## config.mk

```make
export PLATFORM = sky130hd
export DESIGN_NAME = projectile_flight
export DESIGN_NICKNAME = d
export VERILOG_FILES = /design/src/rtl/projectile_flight.sv
export SDC_FILE = /design/constraint.sdc
export NUM_CORES = 1
export LEC_CHECK = 0
export BUFFER_PORTS_ARGS = -buffer_cell sky130_fd_sc_hd__buf_2
export CAP_MARGIN = 5
export CORE_MARGIN = 3
export CORE_UTILIZATION = 43
export CTS_CLUSTER_DIAMETER = 200
export DETAILED_ROUTE_END_ITERATION = 10
export PLACE_DENSITY = 0.63
export SETUP_SLACK_MARGIN = 0.5
export SLEW_MARGIN = 20
export SYNTH_ARGS = -nofsm -noshare
export SYNTH_HDL_FRONTEND = slang
export SYNTH_SLANG_ARGS = --single-unit
```

## constraint.sdc

```tcl
create_clock -name clk60MHz -period 6.11 [get_ports clk60MHz]
set_clock_uncertainty 0.2 [all_clocks]
set_input_delay 0.3055 -clock clk60MHz [delete_from_list [all_inputs] [get_ports clk60MHz]]
set_output_delay 0.3055 -clock clk60MHz [all_outputs]
set_load 0.01 [all_outputs]
```

## src/rtl/projectile_flight.sv

```systemverilog
// Flies one projectile per launch: integrates position once per frame tick under gravity,
// then reports hit/miss against the target window on landing or miss on leaving the screen.
module projectile_flight #(
    parameter int START_X_L = 100,
    parameter int START_X_R = 924,
    parameter int START_Y   = 500,
    parameter int GROUND_Y  = 700,
    parameter int SCREEN_W  = 1024,
    parameter int VY0       = 16,
    parameter int G         = 1,
    parameter int VY_MAX    = 31
) (
    input  logic        clk60MHz,
    input  logic        rst_n,
    input  logic        launch_i,
    input  logic [4:0]  speed_i,
    input  logic        turn_i,
    input  logic        frame_tick_i,
    input  logic [11:0] target_lo_i,
    input  logic [11:0] target_hi_i,
    output logic [11:0] ball_x_o,
    output logic [11:0] ball_y_o,
    output logic        busy_o,
    output logic        done_o,
    output logic        hit_o,
    output logic        miss_o,
    output logic [1:0]  state_o
);

    localparam logic [1:0] S_IDLE   = 2'd0;
    localparam logic [1:0] S_FLIGHT = 2'd1;
    localparam logic [1:0] S_END    = 2'd2;

    localparam logic [11:0]        X_L      = 12'(START_X_L);
    localparam logic [11:0]        X_R      = 12'(START_X_R);
    localparam logic [11:0]        Y_START  = 12'(START_Y);
    localparam logic [11:0]        Y_GROUND = 12'(GROUND_Y);
    localparam logic [11:0]        X_LAST   = 12'(SCREEN_W - 1);
    localparam logic signed [12:0] SCR_W    = 13'(SCREEN_W);
    localparam logic signed [12:0] GND      = 13'(GROUND_Y);
    localparam logic signed [7:0]  VY_INIT  = 8'(-VY0);
    localparam logic signed [8:0]  VY_SAT   = 9'(VY_MAX);
    localparam logic signed [8:0]  G9       = 9'(G);

    logic [1:0]         state_q, state_d;
    logic [11:0]        x_q, x_d;
    logic [11:0]        y_q, y_d;
    logic signed [7:0]  vy_q, vy_d;
    logic [4:0]         vx_q, vx_d;
    logic               dir_q, dir_d;
    logic               hit_q, hit_d;
    logic               miss_q, miss_d;
    logic               done_q, done_d;

    logic signed [12:0] x_next;
    logic signed [12:0] y_next;
    logic signed [8:0]  vy_sum;
    logic               off_screen;
    logic               in_window;
    logic               do_launch;

    assign x_next     = dir_q ? ($signed({1'b0, x_q}) - $signed({8'b0, vx_q}))
                              : ($signed({1'b0, x_q}) + $signed({8'b0, vx_q}));
    assign y_next     = $signed({1'b0, y_q}) + $signed({{5{vy_q[7]}}, vy_q});
    assign vy_sum     = $signed({vy_q[7], vy_q}) + G9;
    assign off_screen = (x_next < 13'sd0) || (x_next >= SCR_W);
    assign in_window  = (x_next[11:0] >= target_lo_i) && (x_next[11:0] <= target_hi_i);
    // END lasts two cycles (settle, then done pulse); a launch is accepted on the pulse cycle's exit edge.
    assign do_launch  = launch_i && ((state_q == S_IDLE) || (state_q == S_END && done_q));

    always_comb begin
        state_d = state_q;
        x_d     = x_q;
        y_d     = y_q;
        vy_d    = vy_q;
        vx_d    = vx_q;
        dir_d   = dir_q;
        hit_d   = hit_q;
        miss_d  = miss_q;
        done_d  = done_q;
        case (state_q)
            S_FLIGHT: begin
                if (frame_tick_i) begin
                    if (off_screen) begin
                        x_d     = (x_next < 13'sd0) ? 12'd0 : X_LAST;
                        y_d     = y_next[11:0];
                        miss_d  = 1'b1;
                        state_d = S_END;
                    end else if (y_next >= GND) begin
                        x_d     = x_next[11:0];
                        y_d     = Y_GROUND;
                        hit_d   = in_window;
                        miss_d  = !in_window;
                        state_d = S_END;
                    end else begin
                        x_d  = x_next[11:0];
                        y_d  = y_next[11:0];
                        vy_d = (vy_sum > VY_SAT) ? VY_SAT[7:0] : vy_sum[7:0];
                    end
                end
            end
            S_END: begin
                done_d = !done_q;
                if (done_q) state_d = S_IDLE;
            end
            default: state_d = S_IDLE;
        endcase
        if (do_launch) begin
            vx_d    = speed_i;
            dir_d   = turn_i;
            x_d     = turn_i ? X_R : X_L;
            y_d     = Y_START;
            vy_d    = VY_INIT;
            hit_d   = 1'b0;
            miss_d  = 1'b0;
            done_d  = 1'b0;
            state_d = S_FLIGHT;
        end
    end

    always_ff @(posedge clk60MHz or negedge rst_n) begin
        if (!rst_n) begin
            state_q <= S_IDLE;
            x_q     <= X_L;
            y_q     <= Y_START;
            vy_q    <= 8'sd0;
            vx_q    <= 5'd0;
            dir_q   <= 1'b0;
            hit_q   <= 1'b0;
            miss_q  <= 1'b0;
            done_q  <= 1'b0;
        end else begin
            state_q <= state_d;
            x_q     <= x_d;
            y_q     <= y_d;
            vy_q    <= vy_d;
            vx_q    <= vx_d;
            dir_q   <= dir_d;
            hit_q   <= hit_d;
            miss_q  <= miss_d;
            done_q  <= done_d;
        end
    end

    assign ball_x_o = x_q;
    assign ball_y_o = y_q;
    assign busy_o   = (state_q != S_IDLE);
    assign done_o   = done_q;
    assign hit_o    = hit_q;
    assign miss_o   = miss_q;
    assign state_o  = state_q;

endmodule

```

After elaboration in Yosys (flattened, before gate mapping)
Index checks and enable logic that the tools add are counted.
- register bits after elaboration: 43
- latch bits: 0
- RAM bits: 0
- memory bits (read-only): 0
- input bits: 34
- output and inout bits: 30
- logic and storage cells: 81
- memories: 0
- add/sub/neg operators: 4
- multipliers: 0
- div/mod/pow operators: 0
- $lt $le $gt $ge: 6
- eq/ne operators: 7
- shifts and indexed selects: 0
- muxes and demuxes: 36
- bitwise operators: 0
- reductions and logical operators: 19
- operators by type and width (kind ; number):
    $mux 12 ; 9
    $mux 8 ; 6
    $mux 10 ; 2
    $add 12x5->13 ; 1
    $add 13x8->13 ; 1
    $ge 13x11->1 const B ; 1
    $ge 13x12->1 const B ; 1
    $lt 13x1->1 const B ; 1
    $mux 13 ; 1
    $sub 12x5->13 ; 1
    $ge 12x12->1 ; 1
    $le 12x12->1 ; 1
    $mux 1 ; 12
    $mux 2 ; 5
    $reduce_bool 2->1 ; 5
    $add 8x2->9 const B ; 1
    $gt 9x6->1 const B ; 1
    $reduce_and 4->1 ; 2
    $ne 3x3->1 const B ; 2
    $reduce_and 3->1 ; 2
    $ne 4x4->1 const B ; 1
    $pmux 2 s2 ; 1
    $logic_and 1x1->1 ; 3
    $reduce_bool 3->1 ; 1
    other kinds (8) ; 10

Logic depth before layout (Yosys ltp)
Gate-level depths: netlist of the first run.
- word-level depth: 10
- mapped depth: 21
- gate-level depth less buffers: 21

Worst setup path before layout of the first run
Ideal clock, no wire load.
- path kind: reg2reg
- start point: reg vx_q[0]
- end point: reg miss_q (netlist: miss_o)
- setup time: 0.148 ns
- data arrival time: 4.379 ns
- setup slack: 1.384 ns
- cell stages (with the launch flop): 22
- buffers on the path: 0
- period minus slack after synthesis: 4.726 ns
- cell sequence: dfrtp_1 -> inv_1 -> ha_1 -> nor3b_1 -> ha_1 -> mux2i_1 -> ha_1 -> a21o_1 -> or2_2 -> o21ba_2 -> o21a_1 -> o21ai_0 -> nand2b_1 -> xor2_1 -> ha_1 -> a21oi_1 -> nor2b_1 -> o21ai_0 -> nand2b_1 -> a311o_1 -> a2111oi_0 -> a22oi_1
- longest elaborated chain between the ends: 10
- elaborated cells on any way between the ends: 17
- those cells by class: add/sub (2); order compare (4); mux (6); reduce/logical (5)
- RTL lines (item ; line ; text):
    from (decl) ; 49 ; logic [4:0] vx_q, vx_d;
    from (signal assigned) ; 137 ; vx_q <= vx_d;
    $add 12x5->13 / $sub 12x5->13 (equally long branches) ; 63, 62 ;
    $mux 13 * ; 62 ; assign x_next = dir_q ? ($signed({1'b0, x_q}) - $signed({8'b0, vx_q}))
    $ge 12x12->1 / $le 12x12->1 (equally long branches) ; 67 ; assign in_window = (x_next[11:0] >= target_lo_i) && (x_next[11:0] <= target_hi_i);
    $logic_and 1x1->1 ; 67 ;
    $logic_not 1->1 ; 93 ; miss_d = !in_window;
    $mux 1 ; 89 ; end else if (y_next >= GND) begin
    $mux 1 ; 84 ; if (off_screen) begin
    $mux 1 ; 83 ; if (frame_tick_i) begin
    $mux 1 ; 81 ; case (state_q)
    $mux 1 ; 108 ; if (do_launch) begin
    to (signal assigned) ; 140 ; miss_q <= miss_d;
    to (decl) ; 52 ; logic miss_q, miss_d;
Every way passes the cells marked *; elsewhere a longest branch is shown, timed or not. The select of a mux whose other input is x is not followed.
A chain may end at the register's enable or synchronous reset.

Worst setup path after layout of the first run
Ends and elaborated chain as after synthesis.

==> results of run 1 <==
worst min-delay path, delay by kind of cell:
family                 cells  cell delay, ns
AOI/OAI and AO/OA          1            0.06
buffers and inverters      1            0.07
and+or+nand+nor            1            0.04
cell families after synthesis:
family,synth area share
AOI/OAI and AO/OA,0.2658
DFF,0.2711
muxes,0.01030
buffers and inverters,0.05491
adders and majority gates,0.1654
xor gates and xnor gates,0.05211
and+or+nand+nor,0.1803
cell usage after synthesis (all sizes together), types with 5 or more instances:
cell type  count  share of area
ha            49           0.15
dfrtp         34           0.21
inv           34          0.032
a21oi         33          0.041
nand2         33          0.032
nor2          29          0.027
o21ai         26          0.033
xnor2         14          0.032
a21o          12          0.023
nor3          12          0.015
clkbuf        10          0.012
nand2b        10          0.016
nand3         10          0.012
dfstp          9          0.059
xor2           9          0.020
nand4          8          0.012
a31oi          7          0.012
and2           6         0.0094
nor2b          6         0.0094
o211ai         6          0.011
o21a           6          0.011
or2            6         0.0094
buf            5          0.011
layout make-up:
type,instances,area [um^2],area share
multi-input cells,366,2709,0.6022
flip-flops and latches,43,1087,0.2417
inverters,34,127.6,0.02837
repair buffers,67,355.3,0.07900
well taps,108,135.1,0.03004
clock buffers,5,68.82,0.01530
clock inverters,3,15.01,0.003338
worst paths after layout:
path                                         start                 endpoint  slack, ns  cells after the start
setup / recovery               vx_q[0]$_DFFE_PN0P_       miss_o$_DFFE_PN0P_       1.03                     21
hold / removal                          speed_i[1]      vx_q[1]$_DFFE_PN0P_       0.02                      3
setup reg to reg               vx_q[0]$_DFFE_PN0P_       miss_o$_DFFE_PN0P_       1.03                     21
hold reg to reg            ball_y_o[7]$_DFFE_PN1P_  ball_y_o[7]$_DFFE_PN1P_       0.30                      2
max in group asynchronous                    rst_n  ball_x_o[2]$_DFFE_PN1P_       4.99                      2
min in group asynchronous                    rst_n  ball_y_o[9]$_DFFE_PN0P_       0.33                      2
repair_timing:
action | in CTS | in global routing
resized for setup | 0 | 2
hold buffers | 1 | 2
buffers inserted | 0 | 0
hold endpoints to repair | 1 | 35
setup endpoints to repair | 0 | 2
per-stage QoR:
step,hold WS (ns),instances,cell area [um^2]
final,0.01813,626,4498
after global routing,0.01362,626,4498
after CTS,0.0002550,624,4469
after detailed placement,0.2973,615,4375
after global placement,0.2855,615,4375
after floorplan,-0.1901,458,4010
per-layer routing:
metal | GRT usage | share of wire | vias up
li1 | - | - | 1815
met1 | 0.3108 | 0.50 | 1753
met2 | 0.3282 | 0.45 | 82
met3 | 0.02706 | 0.043 | 8
met4 | 0.03128 | 0.0062 | 0
met5 | 0 | 0 | -
sequential cells by signal (all words and copies together) (netlist names):
name,flops
ball_x_o,12
ball_y_o,12
vy_q,8
vx_q,5
state_o,2
dir_q,1
done_o,1
hit_o,1
miss_o,1
==> impl_metrics.json, run 1 <==
{
  "status": "finished clean",
  "syn_area_per_cell_um2": 8.756,
  "nets": 602,
  "worst_slack_ns": 1.029,
  "crit_top_cell": "ha_1",
  "cts_sinks": 43,
  "rsz0062_at_grt": "false",
  "fillers": 848,
  "synth-main-ff-cell": "dfrtp_1",
  "critical_path.endpoint_type": "register",
  "fp.dieH_um": 102.6,
  "cp_slowest_cell": "a2111oi_2",
  "drtIter0Drc": 248,
  "gr-total-overflow": 0,
  "hold_class": "in -> reg",
  "clk_pin_slew_ns": 0.08,
  "yosysWarnings": 0,
  "synth_cell_types": 78,
  "numCtsBuffers": 5,
  "area_growth_pct": 12.17,
  "place_hpwl_um": 8073,
  "drv_cap": 0,
  "ys_seq_area_frac": 0.2711,
  "drc": 0,
  "vias_per_cell": 5.843,
  "first_global_vias": 3440,
  "post-route-util": 0.5059,
  "dp_slack_ns": 0.8545,
  "antenna_found_initial": 0,
  "slew_viol_final": 0,
  "synthArstFlopShare": 1.000,
  "relSlewSlack": 0.4150,
  "routed_wirelength_um": 10500,
  "diodes": 0,
  "tightest_slew_ns": 0.8743,
  "final_cell_mix": "62 x buf_2, 49 x ha_1, 34 x inv_1, 34 x dfrtp_1, 33 x a21oi_1",
  "setup_viol": 0,
  "startpoint_type": "register",
  "fmax_mhz": 196.8,
  "critPathRequiredTime_ns": 6.06,
  "start_util": 0.4510,
  "final.setup.tns_ns": 0,
  "core_um2": 8891,
  "routedWlPerCell_um": 16.78,
  "drt-pass1-iter-count": 4,
  "gp_congestion": 0.8616,
  "crit_chain": "inv_1 > ha_1 > nor3b_1 > ha_1 > mux2i_1 > ha_1 > a21o_1 > or2_2 > o21ba_2 > o21a_1 > o21ai_0 > nand2b_1 > xor2_1 > ha_1 > a21oi_1 > nor2b_1 > o21ai_0 > nand2b_1 > a311o_1 > a2111oi_2 > a22oi_1",
  "grt_pass1_wl_um": 17310,
  "cts_buffer_depth": 2,
  "synth_nets": 543,
  "vias": 3658,
  "drive_gt1_frac": 0.2239,
  "period_minus_slack_ns": 5.082,
  "final-hold-violation-count": 0,
  "grt_usage": 0.2079,
  "slowest_delay_ns": 0.41,
  "io_pins": 64,
  "path_delay_family": "compound AO/OA/AOI/OAI gates",
  "dieWidth_um": 102.6,
  "cp_max_fo": 5,
  "arrival_ns": 5.03,
  "cts_tree": "built",
  "grt_max_degree": 44,
  "syn_area_um2": 4010,
  "root_buffer": "clkbuf_8",
  "htree_levels": 2,
  "period_share": 0.8317,
  "final_antenna_net_count": 0,
  "postSynthCellCount": 458,
  "critPathBufInv": 1,
  "worstSetupPathType": "reg -> reg",
  "port_buffers": 63,
  "insertion_delay_ns": 0.30,
  "final_common_cell": "buf_2",
  "rows": 34,
  "synth-seq-cells": 43,
  "synth_edf_count": 0,
  "die-area_um2": 10520
}
Power of run 1 is not shown: default switching activity piles up to over one toggle a cycle in this logic, so the estimate is an artifact.
==> run 2: changes to the inputs <==
--- a/config.mk
+++ b/config.mk
@@ -11,7 +11,7 @@
 export CORE_UTILIZATION = 43
 export CTS_CLUSTER_DIAMETER = 200
 export DETAILED_ROUTE_END_ITERATION = 10
-export PLACE_DENSITY = 0.63
+export PLACE_DENSITY = 0.66
 export SETUP_SLACK_MARGIN = 0.5
 export SLEW_MARGIN = 20
 export SYNTH_ARGS = -nofsm -noshare
==> constraint.sdc (replaced) <==
create_clock -name clk60MHz -period 4.3 [get_ports clk60MHz]
set_clock_uncertainty 0.2 [all_clocks]
set_input_delay 0.215 -clock clk60MHz [delete_from_list [all_inputs] [get_ports clk60MHz]]
set_output_delay 0.215 -clock clk60MHz [all_outputs]
set_load 0.01 [all_outputs]
==> impl_metrics.json, run 2 (synthesis gave the netlist of run 1 again) <==
{
  "slew_viol_final": 0,
  "dieWidth_um": 102.6,
  "antenna_found_initial": 0,
  "cp_max_fo": 3,
  "final_antenna_net_count": 0,
  "port_buffers": 63,
  "vias": 3867,
  "placed_area_um2": 4554,
  "setup_viol": 2,
  "critPathRequiredTime_ns": 4.27,
  "routed_wirelength_um": 11080,
  "fmax_mhz": 223.5,
  "drive_gt1_frac": 0.2971,
  "drv_cap": 0,
  "worstSetupPathType": "reg -> reg",
  "start_util": 0.4510,
  "insertion_delay_ns": 0.30,
  "drt-met1-wl_um": 5183,
  "rsz0062_at_grt": "true",
  "area_growth_pct": 23.46,
  "period_share": 1.040,
  "grt_usage": 0.2131,
  "grt_max_degree": 44,
  "drc": 0,
  "critical_path.endpoint_type": "register",
  "cts_buffer_depth": 2,
  "fin_area_um2": 4951,
  "fin_cells": 660,
  "diodes": 0,
  "core_um2": 8891,
  "final_common_cell": "buf_2",
  "root_buffer": "clkbuf_8",
  "final.setup.tns_ns": -0.3065,
  "rows": 34,
  "io_pins": 64,
  "startpoint_type": "register",
  "place_hpwl_um": 8580,
  "relSlewSlack": 0.3884,
  "vias_per_cell": 5.859,
  "arrival_ns": 4.45,
  "tightest_slew_ns": 0.9141,
  "final_cell_mix": "62 x buf_2, 48 x ha_1, 34 x dfrtp_1",
  "cp_slowest_cell": "dfrtp_1",
  "met3WireLength_um": 609,
  "gr-total-overflow": 0,
  "numCtsBuffers": 5,
  "slowest_delay_ns": 0.40,
  "status": "complete, but fails checks",
  "drt-pass1-iter-count": 4,
  "cts_tree": "built",
  "crit_top_cell": "ha_1",
  "final-hold-violation-count": 0,
  "clk_pin_slew_ns": 0.09,
  "placedCellCount": 637,
  "period_minus_slack_ns": 4.474,
  "cts_sinks": 43,
  "wl_met2_um": 5210,
  "holdWs_ns": 0.04704,
  "die-area_um2": 10520,
  "routedWlPerCell_um": 16.79,
  "nets": 636,
  "hold_class": "in -> reg",
  "worst_slack_ns": -0.1736,
  "fp.dieH_um": 102.6,
  "crit_chain": "inv_2 > ha_4 > nor3b_4 > ha_1 > mux2i_1 > ha_1 > a21o_1 > or2_4 > o21ba_4 > o21a_1 > o21ai_1 > nand2b_1 > xor2_2 > ha_1 > buf_4 > nand4_1 > a21oi_1 > a311o_1 > a2111oi_4 > a22oi_1",
  "gp_congestion": 0.8830,
  "htree_levels": 2,
  "first_global_vias": 3737,
  "violations": "setup timing",
  "top_layer_used": "met4",
  "grt_pass1_wl_um": 17930,
  "drtIter0Drc": 172
}
==> run 2: cell type report <==
type	count	area, um^2
Tap cell	108	135.1
Timing Repair Buffer	101	621.8
Clock buffer	5	68.82
Sequential cell	43	1087
Clock inverter	3	15.01
Inverter	34	127.6
Multi-Input combinational cell	366	2895
Fill cell	798	3940
==> run 2: path summary, 6_finish.rpt <==
path | startpoint | to | slack (ns) | depth (start not counted)
max reg2reg | vx_q[0]$_DFFE_PN0P_ | miss_o$_DFFE_PN0P_ | -0.17 | 20
min in group asynchronous | rst_n | state_o[0]$_DFFE_PN0P_ | 0.24 | 2
min reg2reg | ball_y_o[7]$_DFFE_PN1P_ | ball_y_o[7]$_DFFE_PN1P_ | 0.30 | 2
min | frame_tick_i | state_o[0]$_DFFE_PN0P_ | 0.05 | 3
max in group asynchronous | rst_n | ball_x_o[6]$_DFFE_PN1P_ | 3.26 | 2
max | vx_q[0]$_DFFE_PN0P_ | miss_o$_DFFE_PN0P_ | -0.17 | 20
==> run 2: repair_timing <==
action | CTS | global route
hold buffers | 6 | 0
setup endpoints to repair | 20 | 28
hold endpoints to repair | 39 | 0
resized for setup | 12 | 19
cloned | 0 | 0
pin swaps | 3 | 2
setup buffers | 2 | 7
==> run 2: per-stage QoR <==
stage / util / setup WS (ns)
after floorplan: - / 0.005401
after global placement: 0.5122 / -0.07039
after detailed placement: 0.5122 / -0.1848
after CTS: 0.5377 / -0.1188
after global routing: 0.5569 / -0.4111
final: 0.5569 / -0.1736
==> run 2: per-layer routing <==
| metal | vias to the layer above | global-route usage |
|---|---|---|
| li1 | 1895 | - |
| met1 | 1871 | 0.3023 |
| met2 | 91 | 0.3451 |
| met3 | 10 | 0.03789 |
| met4 | 0 | 0.03734 |
| met5 | - | 0 |
==> run 2: critical path, delay by kind of cell, from the launching register on <==
family | cells | cell delay [ns]
simple gates | 4 | 0.64
xor+xnor | 1 | 0.16
fa+ha+maj | 4 | 0.99
buf+inv | 2 | 0.22
mux | 1 | 0.14
flops | 1 | 0.40
compound gates | 8 | 1.56
Power of run 2 is left out for the same reason.
